## config.mk

```make
export PLATFORM = sky130hd
export DESIGN_NAME = control_unit_flat
export DESIGN_NICKNAME = d
export VERILOG_FILES = /design/src/rtl/cpu_pkg.sv /design/src/rtl/control_unit_if.sv /design/src/rtl/opcode_class.sv /design/src/rtl/control_unit.sv /design/src/flat_wrapper.sv
export SDC_FILE = /design/constraint.sdc
export NUM_CORES = 1
export LEC_CHECK = 0
export BUFFER_PORTS_ARGS = -buffer_cell sky130_fd_sc_hd__buf_2
export CAP_MARGIN = 25
export CORE_UTILIZATION = 38
export CTS_CLUSTER_SIZE = 12
export DETAILED_ROUTE_END_ITERATION = 16
export PLACE_DENSITY = 0.81
export SYNTH_ARGS = -nofsm -noshare
export SYNTH_HDL_FRONTEND = slang
export SYNTH_SLANG_ARGS = --single-unit
```

## constraint.sdc

```tcl
create_clock -name clk -period 1.6 [get_ports clk]
set_input_delay 0.08 -clock clk [delete_from_list [all_inputs] [get_ports clk]]
set_output_delay 0.08 -clock clk [all_outputs]
set_load 0.05 [all_outputs]
```

## src/rtl/cpu_pkg.sv

```systemverilog
// Shared constants for the single-bus CPU: opcodes, ALU op codes, sequencer states
// and instruction classes.
package cpu_pkg;

    localparam logic [4:0] OP_LD   = 5'b00000;
    localparam logic [4:0] OP_LDI  = 5'b00001;
    localparam logic [4:0] OP_ST   = 5'b00010;
    localparam logic [4:0] OP_ADD  = 5'b00011;
    localparam logic [4:0] OP_SUB  = 5'b00100;
    localparam logic [4:0] OP_AND  = 5'b00101;
    localparam logic [4:0] OP_OR   = 5'b00110;
    localparam logic [4:0] OP_ADDI = 5'b01100;
    localparam logic [4:0] OP_ANDI = 5'b01101;
    localparam logic [4:0] OP_ORI  = 5'b01110;
    localparam logic [4:0] OP_BRX  = 5'b10010;
    localparam logic [4:0] OP_NOP  = 5'b11010;
    localparam logic [4:0] OP_HALT = 5'b11011;

    // ALU codes reuse the register-form opcode values
    localparam logic [4:0] ALU_ADD = 5'b00011;
    localparam logic [4:0] ALU_SUB = 5'b00100;
    localparam logic [4:0] ALU_AND = 5'b00101;
    localparam logic [4:0] ALU_OR  = 5'b00110;

    typedef logic [3:0] state_t;
    localparam state_t S_RESET = 4'd0;
    localparam state_t S_T0    = 4'd1;
    localparam state_t S_T1    = 4'd2;
    localparam state_t S_T2    = 4'd3;
    localparam state_t S_T3    = 4'd4;
    localparam state_t S_T4    = 4'd5;
    localparam state_t S_T5    = 4'd6;
    localparam state_t S_T6    = 4'd7;
    localparam state_t S_T7    = 4'd8;
    localparam state_t S_HALT  = 4'd9;

    typedef enum logic [2:0] {
        CLS_ALU_R,
        CLS_ALU_I,
        CLS_LDI,
        CLS_LD,
        CLS_ST,
        CLS_BR,
        CLS_NOP,
        CLS_HALT
    } op_class_t;

    // ALU operation selected by an ALU-class opcode (register or immediate form)
    function automatic logic [4:0] alu_for_op(input logic [4:0] opcode);
        case (opcode)
            OP_SUB:          return ALU_SUB;
            OP_AND, OP_ANDI: return ALU_AND;
            OP_OR, OP_ORI:   return ALU_OR;
            default:         return ALU_ADD;
        endcase
    endfunction

endpackage

```

## src/rtl/control_unit_if.sv

```systemverilog
// Control-unit bus: IR and status inputs plus every strobe towards the datapath,
// select/encode stage and memory.
interface control_unit_if;
    logic [31:0] IR;
    logic        CON;
    logic        mem_done;
    logic        Gra, Grb, Grc;
    logic        Rin, Rout, BAout;
    logic        PCout, PCin, IncPC, IRin, MARin, MDRin, MDRout;
    logic        Yin, Zin, Zlowout, Cout, CONin;
    logic        Read, Write;
    logic [4:0]  alu_op;
    logic        run;

    modport master (
        input  IR, CON, mem_done,
        output Gra, Grb, Grc, Rin, Rout, BAout,
        output PCout, PCin, IncPC, IRin, MARin, MDRin, MDRout,
        output Yin, Zin, Zlowout, Cout, CONin, Read, Write, alu_op, run
    );

    modport slave (
        output IR, CON, mem_done,
        input  Gra, Grb, Grc, Rin, Rout, BAout,
        input  PCout, PCin, IncPC, IRin, MARin, MDRin, MDRout,
        input  Yin, Zin, Zlowout, Cout, CONin, Read, Write, alu_op, run
    );
endinterface

```

## src/rtl/opcode_class.sv

```systemverilog
// Maps the 5-bit opcode onto the instruction class that picks the micro-state path.
module opcode_class
    import cpu_pkg::*;
(
    input  logic [4:0] opcode,
    output op_class_t  op_class
);

    // Undefined opcodes fall into the nop class
    always_comb begin
        case (opcode)
            OP_ADD, OP_SUB, OP_AND, OP_OR: op_class = CLS_ALU_R;
            OP_ADDI, OP_ANDI, OP_ORI:      op_class = CLS_ALU_I;
            OP_LDI:                        op_class = CLS_LDI;
            OP_LD:                         op_class = CLS_LD;
            OP_ST:                         op_class = CLS_ST;
            OP_BRX:                        op_class = CLS_BR;
            OP_HALT:                       op_class = CLS_HALT;
            OP_NOP:                        op_class = CLS_NOP;
            default:                       op_class = CLS_NOP;
        endcase
    end

endmodule

```

## src/rtl/control_unit.sv

```systemverilog
// Hardwired sequencer: fetch (T0-T2), then per-class execute states T3-T7.
// Outputs are decoded from the registered state and the current IR opcode.
module control_unit
    import cpu_pkg::*;
(
    input logic             clk,
    input logic             clear,
    control_unit_if.master  bus
);

    state_t     state, state_next;
    op_class_t  op_class;
    logic [4:0] opcode;
    logic       unused_ir;

    assign opcode    = bus.IR[31:27];
    // Operand fields are consumed by the select/encode stage, not here
    assign unused_ir = ^bus.IR[26:0];

    opcode_class u_opcode_class (
        .opcode   (opcode),
        .op_class (op_class)
    );

    // State register with synchronous active-low clear
    always_ff @(posedge clk) begin
        if (!clear) state <= S_RESET;
        else        state <= state_next;
    end

    // Next-state sequencing; mem_done only matters in the three wait states
    always_comb begin
        state_next = state;
        case (state)
            S_RESET: state_next = S_T0;
            S_T0:    state_next = S_T1;
            S_T1:    if (bus.mem_done) state_next = S_T2;
            S_T2:    state_next = S_T3;
            S_T3: begin
                if (op_class == CLS_HALT)     state_next = S_HALT;
                else if (op_class == CLS_NOP) state_next = S_T0;
                else                          state_next = S_T4;
            end
            S_T4:    state_next = S_T5;
            S_T5: begin
                if (op_class == CLS_LD || op_class == CLS_ST || op_class == CLS_BR)
                    state_next = S_T6;
                else
                    state_next = S_T0;
            end
            S_T6: begin
                if (op_class == CLS_ST)                      state_next = S_T7;
                else if (op_class == CLS_LD)                 state_next = bus.mem_done ? S_T7 : S_T6;
                else                                         state_next = S_T0;
            end
            S_T7:    if (op_class != CLS_ST || bus.mem_done) state_next = S_T0;
            S_HALT:  state_next = S_HALT;
            default: state_next = S_RESET;
        endcase
    end

    // Moore strobe decode; everything defaults low
    always_comb begin
        bus.Gra = 1'b0;     bus.Grb = 1'b0;     bus.Grc = 1'b0;
        bus.Rin = 1'b0;     bus.Rout = 1'b0;    bus.BAout = 1'b0;
        bus.PCout = 1'b0;   bus.PCin = 1'b0;    bus.IncPC = 1'b0;
        bus.IRin = 1'b0;    bus.MARin = 1'b0;   bus.MDRin = 1'b0;
        bus.MDRout = 1'b0;  bus.Yin = 1'b0;     bus.Zin = 1'b0;
        bus.Zlowout = 1'b0; bus.Cout = 1'b0;    bus.CONin = 1'b0;
        bus.Read = 1'b0;    bus.Write = 1'b0;   bus.alu_op = 5'd0;
        bus.run = 1'b1;
        case (state)
            S_T0: begin
                bus.PCout = 1'b1; bus.MARin = 1'b1; bus.IncPC = 1'b1; bus.Zin = 1'b1;
            end
            S_T1: begin
                bus.Zlowout = 1'b1; bus.PCin = 1'b1; bus.Read = 1'b1; bus.MDRin = 1'b1;
            end
            S_T2: begin
                bus.MDRout = 1'b1; bus.IRin = 1'b1;
            end
            S_T3: begin
                case (op_class)
                    CLS_ALU_R, CLS_ALU_I: begin
                        bus.Grb = 1'b1; bus.Rout = 1'b1; bus.Yin = 1'b1;
                    end
                    CLS_LDI, CLS_LD, CLS_ST: begin
                        bus.Grb = 1'b1; bus.BAout = 1'b1; bus.Yin = 1'b1;
                    end
                    CLS_BR: begin
                        bus.Gra = 1'b1; bus.Rout = 1'b1; bus.CONin = 1'b1;
                    end
                    default: ;
                endcase
            end
            S_T4: begin
                case (op_class)
                    CLS_ALU_R: begin
                        bus.Grc = 1'b1; bus.Rout = 1'b1; bus.Zin = 1'b1;
                        bus.alu_op = alu_for_op(opcode);
                    end
                    CLS_ALU_I: begin
                        bus.Cout = 1'b1; bus.Zin = 1'b1; bus.alu_op = alu_for_op(opcode);
                    end
                    CLS_LDI, CLS_LD, CLS_ST: begin
                        bus.Cout = 1'b1; bus.Zin = 1'b1; bus.alu_op = ALU_ADD;
                    end
                    CLS_BR: begin
                        bus.PCout = 1'b1; bus.Yin = 1'b1;
                    end
                    default: ;
                endcase
            end
            S_T5: begin
                case (op_class)
                    CLS_ALU_R, CLS_ALU_I, CLS_LDI: begin
                        bus.Zlowout = 1'b1; bus.Gra = 1'b1; bus.Rin = 1'b1;
                    end
                    CLS_LD, CLS_ST: begin
                        bus.Zlowout = 1'b1; bus.MARin = 1'b1;
                    end
                    CLS_BR: begin
                        bus.Cout = 1'b1; bus.Zin = 1'b1; bus.alu_op = ALU_ADD;
                    end
                    default: ;
                endcase
            end
            S_T6: begin
                case (op_class)
                    CLS_LD: begin
                        bus.Read = 1'b1; bus.MDRin = 1'b1;
                    end
                    CLS_ST: begin
                        bus.Gra = 1'b1; bus.Rout = 1'b1; bus.MDRin = 1'b1;
                    end
                    CLS_BR: begin
                        bus.Zlowout = bus.CON; bus.PCin = bus.CON;
                    end
                    default: ;
                endcase
            end
            S_T7: begin
                case (op_class)
                    CLS_LD: begin
                        bus.MDRout = 1'b1; bus.Gra = 1'b1; bus.Rin = 1'b1;
                    end
                    CLS_ST:  bus.Write = 1'b1;
                    default: ;
                endcase
            end
            default: bus.run = 1'b0;
        endcase
    end

endmodule

```

## src/flat_wrapper.sv

```systemverilog
// flat-port wrapper written by rule: the top's interface ports become plain ports
module control_unit_flat import cpu_pkg::*;
  (clk, clear, bus_IR, bus_CON, bus_mem_done, bus_Gra, bus_Grb, bus_Grc, bus_Rin, bus_Rout, bus_BAout, bus_PCout, bus_PCin, bus_IncPC, bus_IRin, bus_MARin, bus_MDRin, bus_MDRout, bus_Yin, bus_Zin, bus_Zlowout, bus_Cout, bus_CONin, bus_Read, bus_Write, bus_alu_op, bus_run);
  control_unit_if bus_i ();
  input logic clk;
  input logic clear;
  input wire logic [$bits(bus_i.IR)-1:0] bus_IR;
  input wire logic [$bits(bus_i.CON)-1:0] bus_CON;
  input wire logic [$bits(bus_i.mem_done)-1:0] bus_mem_done;
  output wire logic [$bits(bus_i.Gra)-1:0] bus_Gra;
  output wire logic [$bits(bus_i.Grb)-1:0] bus_Grb;
  output wire logic [$bits(bus_i.Grc)-1:0] bus_Grc;
  output wire logic [$bits(bus_i.Rin)-1:0] bus_Rin;
  output wire logic [$bits(bus_i.Rout)-1:0] bus_Rout;
  output wire logic [$bits(bus_i.BAout)-1:0] bus_BAout;
  output wire logic [$bits(bus_i.PCout)-1:0] bus_PCout;
  output wire logic [$bits(bus_i.PCin)-1:0] bus_PCin;
  output wire logic [$bits(bus_i.IncPC)-1:0] bus_IncPC;
  output wire logic [$bits(bus_i.IRin)-1:0] bus_IRin;
  output wire logic [$bits(bus_i.MARin)-1:0] bus_MARin;
  output wire logic [$bits(bus_i.MDRin)-1:0] bus_MDRin;
  output wire logic [$bits(bus_i.MDRout)-1:0] bus_MDRout;
  output wire logic [$bits(bus_i.Yin)-1:0] bus_Yin;
  output wire logic [$bits(bus_i.Zin)-1:0] bus_Zin;
  output wire logic [$bits(bus_i.Zlowout)-1:0] bus_Zlowout;
  output wire logic [$bits(bus_i.Cout)-1:0] bus_Cout;
  output wire logic [$bits(bus_i.CONin)-1:0] bus_CONin;
  output wire logic [$bits(bus_i.Read)-1:0] bus_Read;
  output wire logic [$bits(bus_i.Write)-1:0] bus_Write;
  output wire logic [$bits(bus_i.alu_op)-1:0] bus_alu_op;
  output wire logic [$bits(bus_i.run)-1:0] bus_run;
  assign bus_i.IR = bus_IR;
  assign bus_i.CON = bus_CON;
  assign bus_i.mem_done = bus_mem_done;
  assign bus_Gra = bus_i.Gra;
  assign bus_Grb = bus_i.Grb;
  assign bus_Grc = bus_i.Grc;
  assign bus_Rin = bus_i.Rin;
  assign bus_Rout = bus_i.Rout;
  assign bus_BAout = bus_i.BAout;
  assign bus_PCout = bus_i.PCout;
  assign bus_PCin = bus_i.PCin;
  assign bus_IncPC = bus_i.IncPC;
  assign bus_IRin = bus_i.IRin;
  assign bus_MARin = bus_i.MARin;
  assign bus_MDRin = bus_i.MDRin;
  assign bus_MDRout = bus_i.MDRout;
  assign bus_Yin = bus_i.Yin;
  assign bus_Zin = bus_i.Zin;
  assign bus_Zlowout = bus_i.Zlowout;
  assign bus_Cout = bus_i.Cout;
  assign bus_CONin = bus_i.CONin;
  assign bus_Read = bus_i.Read;
  assign bus_Write = bus_i.Write;
  assign bus_alu_op = bus_i.alu_op;
  assign bus_run = bus_i.run;
  control_unit u_core (.clk(clk), .clear(clear), .bus(bus_i));
endmodule
```

==> results of run 1 <==
layout make-up:
cell class                      count  area share, %
Inverter                            3          0.765
Clock buffer                        3           1.53
Sequential cell                     4           6.29
Multi-Input combinational cell    101           53.8
Tap cell                           25           2.13
Timing Repair Buffer               67           35.5
stage by stage:
step	cell area (sq um)	power, uW	cells
final	1470	688	203
after global routing	1470	722	203
after CTS	1410	635	203
after detailed placement	1200	476	193
after global placement	1200	468	193
after floorplan	868	376	119
Yosys cell counts (3+ instances only):
master	count
nand2_1	12
inv_1	3
o21ai_0	12
xnor2_1	3
nor3_1	5
buf_4	4
nor4_1	4
buf_2	3
nor2_1	15
o21a_1	4
nand3_1	4
dfxtp_1	4
clkbuf_1	3
nor2b_1	7
per-layer routing:
metal  vias to the layer above  wire length [um]  part of all wire [%]
li1                        537                 -                     -
met1                       597              1390                    34
met2                       129              1930                    47
met3                        44               422                    10
met4                         0               338                   8.3
met5                         -                 0                     0
worst register-to-register path: stages, from the launching register on:
cell and delay (ns):
dfxtp_2 0.34, nor2b_4 0.17, buf_4 0.15, nand2_2 0.13, nor4_1 0.36, a221oi_1 0.11
nor2b_1 0.12
power by group:
part	switching [uW]	internal [uW]	leakage, uW
registers	13.2	106	0.0000353
clock network	39.6	83.8	0.0000138
logic	283	163	0.000594
kinds of logic (layout without fill, tap and decap cells):
family / Yosys count / after routing / synth area share [%]
compound gates: 30 / 30 / 25.2
xor+xnor: 5 / 5 / 5.81
buf+inv: 14 / 73 / 10.4
flops: 4 / 4 / 10.6
mux: 1 / 1 / 1.33
other cells: 1 / 2 / 0.497
simple gates: 63 / 63 / 46.1
repair_timing:
item | CTS | global route
pin swaps | 3 | 2
setup endpoints to repair | 16 | 19
setup buffers | 7 | 0
gates resized for setup | 44 | 20
worst paths after layout:
path	start	end	slack, ns	cells past startpoint
setup / recovery	u_core.state[1]$_SDFFE_PN0P_	bus_Rout	-0.13	6
hold / removal	clear	u_core.state[2]$_SDFFE_PN0P_	0.10	2
setup reg to reg	u_core.state[2]$_SDFFE_PN0P_	u_core.state[3]$_SDFFE_PN0P_	0.14	6
hold reg to reg	u_core.state[0]$_SDFFE_PN0P_	u_core.state[2]$_SDFFE_PN0P_	0.79	3
==> results.py, run 1 <==
metrics = {
    "critical_path": {
        "critPathBufInv": 1,
        "crit_type": "flop to primary output",
        "path_delay_family": "simple AND/OR/NAND/NOR gates",
        "required_ns": 1.52,
        "crit_path_end_kind": "primary output",
        "cp-start-kind": "flop",
        "cp_cell_sequence": "nor2b_4, nand2_2, or3_4, o21ai_0, or2_1, buf_6",
        "crit_fanout": 4,
        "cp.arrival_ns": 1.65,
        "slowest_delay_ns": 0.38,
        "worst_path_max_delay_cell": "dfxtp_4",
    },
    "yosys": {
        "synthesis.area_sq_um": 754,
        "synth_edf_count": 0,
        "synth_cell_type_count": 42,
        "yosys_warnings": 0,
        "yosysTopAreaCell": "dfxtp_1",
        "synth-main-ff-cell": "dfxtp_1",
        "yosysTopAreaCellShare_pct": 10.6,
        "syn_avg_cell_area_sq_um": 6.39,
        "synth_seq_cells": 4,
        "synth.area.top_cells": "dfxtp_1 11%, o21ai_0 8.0%, nor2_1 7.5%",
        "synthArstFlopShare_pct": 0,
        "syn_inst": 118,
        "seq_area_frac_synth_pct": 10.6,
    },
    "sta": {
        "hold_viol_final": 0,
        "finalMaxSlewViolations": 0,
        "setup_ws_ns": -0.133,
        "fin_skew_ns": 0.000171,
        "timing.fmax_mhz": 577,
        "rsz0062_at_grt": "yes",
        "final.setup.tns_ns": -0.880,
        "setup_viol": 12,
        "timing.hold.ws_ns": 0.102,
        "fin_crit_sh_pct": 108,
        "fin_crit_ns": 1.73,
    },
    "finish": {
        "final_cell_mix": "38 x buf_4, 15 x buf_2, 12 x nor2_1, 9 x o21ai_0, 9 x buf_6",
        "top_register": "u_core.state",
        "largest_reg_flops": 4,
        "final_common_cell": "buf_4",
        "syn_to_final_growth_pct": 95.0,
        "num_antenna_cells": 0,
        "utilization_pct": 81.7,
        "n_fill_cell": 99,
        "multiInputGateArea_sq_um": 792,
        "seqCellArea_sq_um": 92.6,
        "final_nets": 216,
        "top_regs": "u_core.state x4",
        "drive_gt1_share_pct": 61.8,
    },
    "cts": {
        "worstSkewPairLatency_ns": 0.23,
        "clock-sinks": 4,
        "cts-root-buf": "clkbuf_4",
        "tritoncts": "built",
        "numCtsBuffers": 3,
        "cts_max_level": 1,
        "cts_buffer_depth": 2,
        "hold_buffers": 0,
        "path_clk_slew_ns": 0.04,
    },
    "global_routing": {
        "grt_overflow": 0,
        "grtUsageMet3_pct": 6.27,
        "use_met2_pct": 56.4,
        "busiest_layer": "met2",
        "antenna_found_initial": 0,
        "grt_max_degree": 9,
        "grt_pass1_vias": 1141,
        "grt.total_usage_pct": 33.4,
        "grt_pass1_wl_mm": 5.12,
        "global_route.usage.met1_pct": 39.7,
    },
    "route": {
        "wl_mm": 4.08,
        "ant_nets": 0,
        "wl_per_cell_um": 20.1,
        "first_pass_iters": 7,
        "num_vias": 1307,
        "viasPerCell": 6.44,
        "dr.first_iter.drc_count": 97,
        "drc_errors": 0,
    },
    "floorplan": {
        "die_w_um": 46.6,
        "initial_core_util_pct": 41.9,
        "dieArea_sq_um": 2170,
        "core.rowCount": 15,
        "die_height_um": 46.6,
        "ios": 62,
        "core-area_sq_um": 1800,
    },
    "placed_design": {
        "place_ws_ns": -0.108,
        "dp_hpwl_mm": 2.04,
        "portBuffers": 32,
        "place.gp.congestion": 0.866,
    },
    "pwr": {
        "cellPowerDensity_nw_per_um2": 467,
        "peakVddDrop_v": 0.000351,
        "p_leak_uw": 0.000643,
    },
    "run": {
        "maxCapViolCount": 0,
    },
    "outcome": {
        "violations": "setup timing",
        "status": "complete, but fails checks",
    },
    "min_path": {
        "hold_class": "input port to flop",
    },
}
(Power assumes the default switching activity.)
==> run 2: changes to the inputs <==
==> constraint.sdc (replaced) <==
create_clock -name clk -period 1.6 [get_ports clk]
set_input_delay 0.32 -clock clk [delete_from_list [all_inputs] [get_ports clk]]
set_output_delay 0.32 -clock clk [all_outputs]
set_load 0.05 [all_outputs]
==> run 2 against run 1 <==
- the run now fails in clock tree synthesis
- synthesized cell count did not move
- synthesized area did not move
==> results.py, run 2 <==
metrics = {
    "outcome": {
        "status": "stopped before the end",
        "stop_stage": "clock tree synthesis",
        "error": "[ERROR DPL-0038] Utilization greater than 100%, impossible to legalize",
    },
    "yosys": {
        "synth-compound-area-share_pct": 25.2,
        "syn_avg_cell_area_sq_um": 6.39,
        "synth_seq_cells": 4,
        "synth_fa_ha_area_share_pct": 0,
        "synth_edf_count": 0,
        "synth_top_family_by_area": "simple AND/OR/NAND/NOR gates",
        "synth-main-ff-cell": "dfxtp_1",
        "synthArstFlopShare_pct": 0,
        "synth_most_common_cell": "nor2_1",
        "yosys_warnings": 0,
        "yosysTopAreaCellShare_pct": 10.6,
        "synthesis.area_sq_um": 754,
        "synthMuxAreaShare_pct": 1.33,
        "synth-simple-area-share_pct": 46.1,
        "synth_cell_type_count": 42,
        "yosysTopAreaCell": "dfxtp_1",
        "synth.area.top_cells": "dfxtp_1 11%, o21ai_0 8.0%, nor2_1 7.5%",
        "syn_inst": 118,
        "yosys-top-cells-count": "15 x nor2_1, 12 x nand2_1, 12 x o21ai_0",
        "seq_area_frac_synth_pct": 10.6,
        "synth_xor_area_share_pct": 5.80,
    },
    "floorplan": {
        "initial_core_util_pct": 41.9,
        "die_w_um": 46.6,
        "die_height_um": 46.6,
        "ios": 62,
        "core.rowCount": 15,
    },
    "cts": {
        "postCtsResizedCells": 111,
        "numCtsBuffers": 3,
        "post_cts_buffers": 15,
        "cts_buffer_depth": 2,
        "cts_max_level": 1,
        "cts-root-buf": "clkbuf_4",
        "hold_buffers": 0,
        "clock-sinks": 4,
    },
    "placed_design": {
        "place.gp.congestion": 0.863,
        "portBuffers": 32,
        "place_area_sq_um": 1430,
        "dp_hpwl_mm": 2.36,
    },
}
==> run 2: cell counts after synthesis <==
Identical to the previous run, type by type.
==> run 2: cell families after synthesis <==
kind of cell / Yosys count
other cells: 1
xor+xnor: 5
buf+inv: 14
mux: 1
simple gates: 63
flops: 4
compound gates: 30
==> run 2: per-stage QoR <==
| stage | worst slack [ns] | hold WS [ns] | cells |
|---|---|---|---|
| 2_1_floorplan | -0.466 | 0.437 | 119 |
| 3_5_place_dp | -0.536 | 0.578 | 203 |
| 3_3_place_gp | -0.513 | 0.561 | 203 |
==> run 3: changes to the inputs <==
--- a/config.mk
+++ b/config.mk
@@ -7,10 +7,10 @@
 export LEC_CHECK = 0
 export BUFFER_PORTS_ARGS = -buffer_cell sky130_fd_sc_hd__buf_2
 export CAP_MARGIN = 25
-export CORE_UTILIZATION = 38
-export CTS_CLUSTER_SIZE = 12
+export CORE_AREA = 2 2 63 65
 export DETAILED_ROUTE_END_ITERATION = 16
-export PLACE_DENSITY = 0.81
+export DIE_AREA = 0 0 65 67
+export PLACE_DENSITY_LB_ADDON = 0.15
 export SYNTH_ARGS = -nofsm -noshare
 export SYNTH_HDL_FRONTEND = slang
 export SYNTH_SLANG_ARGS = --single-unit
==> run 3 against run 2 <==
- the flow now finishes, with violations (setup timing)
==> results.py, run 3 (synthesis results as in run 1) <==
metrics = {
    "critical_path": {
        "cp_cell_sequence": "buf_8, nor4_4, nand2b_2, or4b_4, a21oi_4, buf_6",
        "required_ns": 1.28,
        "worst_path_max_delay_cell": "or4b_4",
        "cp-start-kind": "input port",
        "regToRegEndpoint": "u_core.state[3]$_SDFFE_PN0P_",
        "slowest_delay_ns": 0.50,
        "crit_type": "input port to primary output",
        "r2r_start": "u_core.state[1]$_SDFFE_PN0P_",
        "crit_fanout": 4,
        "path_delay_family": "simple AND/OR/NAND/NOR gates",
        "reg2reg_slack_ns": -0.02,
        "crit_start": "bus_IR[27]",
        "critPathBufInv": 2,
        "cp.arrival_ns": 1.66,
        "crit_path_end_kind": "primary output",
        "rr_worst_depth": 8,
        "endpoint": "bus_MDRout",
        "path_depth": 6,
    },
    "global_routing": {
        "grt_overflow": 0,
        "grt_pass1_vias": 1125,
        "grt.total_usage_pct": 14.8,
        "antenna_found_initial": 0,
        "grt_pass1_wl_mm": 5.11,
        "grt_max_degree": 10,
    },
    "floorplan": {
        "core-area_sq_um": 3610,
        "ios": 62,
        "die_height_um": 67,
        "core.rowCount": 22,
        "initial_core_util_pct": 20.9,
        "die_w_um": 65,
        "dieArea_sq_um": 4360,
    },
    "cts": {
        "worstSkewPairLatency_ns": 0.21,
        "cts_buffer_depth": 2,
        "hold_buffers": 0,
        "path_clk_slew_ns": 0.03,
        "cts_max_level": 1,
        "clock-sinks": 4,
        "numCtsBuffers": 3,
        "cts-root-buf": "clkbuf_8",
        "tritoncts": "built",
    },
    "placed_design": {
        "place.gp.congestion": 0.913,
        "dp_hpwl_mm": 2.41,
        "dp.cells": 234,
        "place_area_sq_um": 1510,
        "portBuffers": 32,
    },
    "finish": {
        "largest_reg_flops": 4,
        "fin_cells": 251,
        "top_regs": "u_core.state x4",
        "top_register": "u_core.state",
        "syn_to_final_growth_pct": 184,
        "stdcell_area_sq_um": 2140,
        "final_nets": 241,
        "n_fill_cell": 309,
        "num_antenna_cells": 0,
        "drive_gt1_share_pct": 77.3,
        "seqCellArea_sq_um": 92.6,
        "multiInputGateArea_sq_um": 1020,
        "final_cell_mix": "37 x buf_6, 37 x buf_4, 13 x buf_8, 7 x nor2_4, 7 x nand2_1",
    },
    "sta": {
        "fin_crit_ns": 1.98,
        "finalMaxSlewViolations": 0,
        "rsz0062_at_grt": "yes",
        "timing.hold.ws_ns": 0.364,
        "fin_skew_ns": 0.00239,
        "fin_crit_sh_pct": 124,
        "setup_ws_ns": -0.379,
        "timing.fmax_mhz": 505,
        "setup_viol": 23,
        "hold_viol_final": 0,
    },
    "route": {
        "wl_per_cell_um": 12.7,
        "viasPerCell": 4.57,
        "wl_mm": 3.18,
        "drc_errors": 0,
        "first_pass_iters": 4,
        "dr.first_iter.drc_count": 24,
        "num_vias": 1147,
        "ant_nets": 0,
    },
    "pwr": {
        "peakVddDrop_v": 0.000452,
        "p_leak_uw": 0.000883,
        "totalPowerFinal_uw": 925,
        "cellPowerDensity_nw_per_um2": 432,
    },
    "min_path": {
        "hold_class": "input port to flop",
    },
    "run": {
        "maxCapViolCount": 0,
    },
    "outcome": {
        "status": "complete, but fails checks",
        "violations": "setup timing",
    },
}
## run 3: layout make-up
class                   instances  share of cell area [%]
flip-flops and latches          4                    4.32
multi-input cells             101                    47.5
well taps                      48                    2.80
repair buffers                 92                    42.7
clock buffers                   3                    1.93
inverters                       3                   0.817
## run 3: report_power, final
part	switching, uW	internal (uW)	total, uW
sequential	10.1	105	115
clock	45.4	160	205
combinational	323	282	605
total	379	547	925
## run 3: how the worst min path moves through the flow
| stage | start | end | slack, ns | cells after the start |
|---|---|---|---|---|
| 3_5_place_dp | clear | u_core.state[2]$_SDFFE_PN0P_ | 0.58 | 2 |
| 2_1_floorplan | clear | u_core.state[2]$_SDFFE_PN0P_ | 0.44 | 1 |
| 5_1_grt | clear | u_core.state[1]$_SDFFE_PN0P_ | 0.37 | 2 |
| 4_1_cts | clear | u_core.state[1]$_SDFFE_PN0P_ | 0.36 | 2 |
| 3_3_place_gp | clear | u_core.state[1]$_SDFFE_PN0P_ | 0.57 | 2 |
| 6_report | clear | u_core.state[1]$_SDFFE_PN0P_ | 0.36 | 2 |
## run 3: timing repair
action,CTS,global route
endpoints found under the hold margin,0,0
setup endpoints to repair,25,27
buffers inserted,7,12
gates resized for setup,97,43
pin swaps,13,19
## run 3: per-stage QoR
| step | utilization, % | worst slack [ns] | setup TNS (ns) |
|---|---|---|---|
| finish | 59.4 | -0.379 | -4.77 |
| global route | 59.4 | -0.422 | -6.08 |
| CTS | 53.8 | -0.387 | -4.20 |
| detailed placement | 42.0 | -0.512 | -8.29 |
| global placement | 42.0 | -0.519 | -8.20 |
| floorplan | - | -0.466 | -3.53 |
## run 3: layer usage
metal	wire [um]	share of wire, %	vias to the layer above	track usage [%]
met4	0	0	0	2.66
met3	71	2.2	0	1.01
met5	0	0	-	0
li1	-	-	586	-
met2	1830	58	28	29.3
met1	1280	40	533	17.5
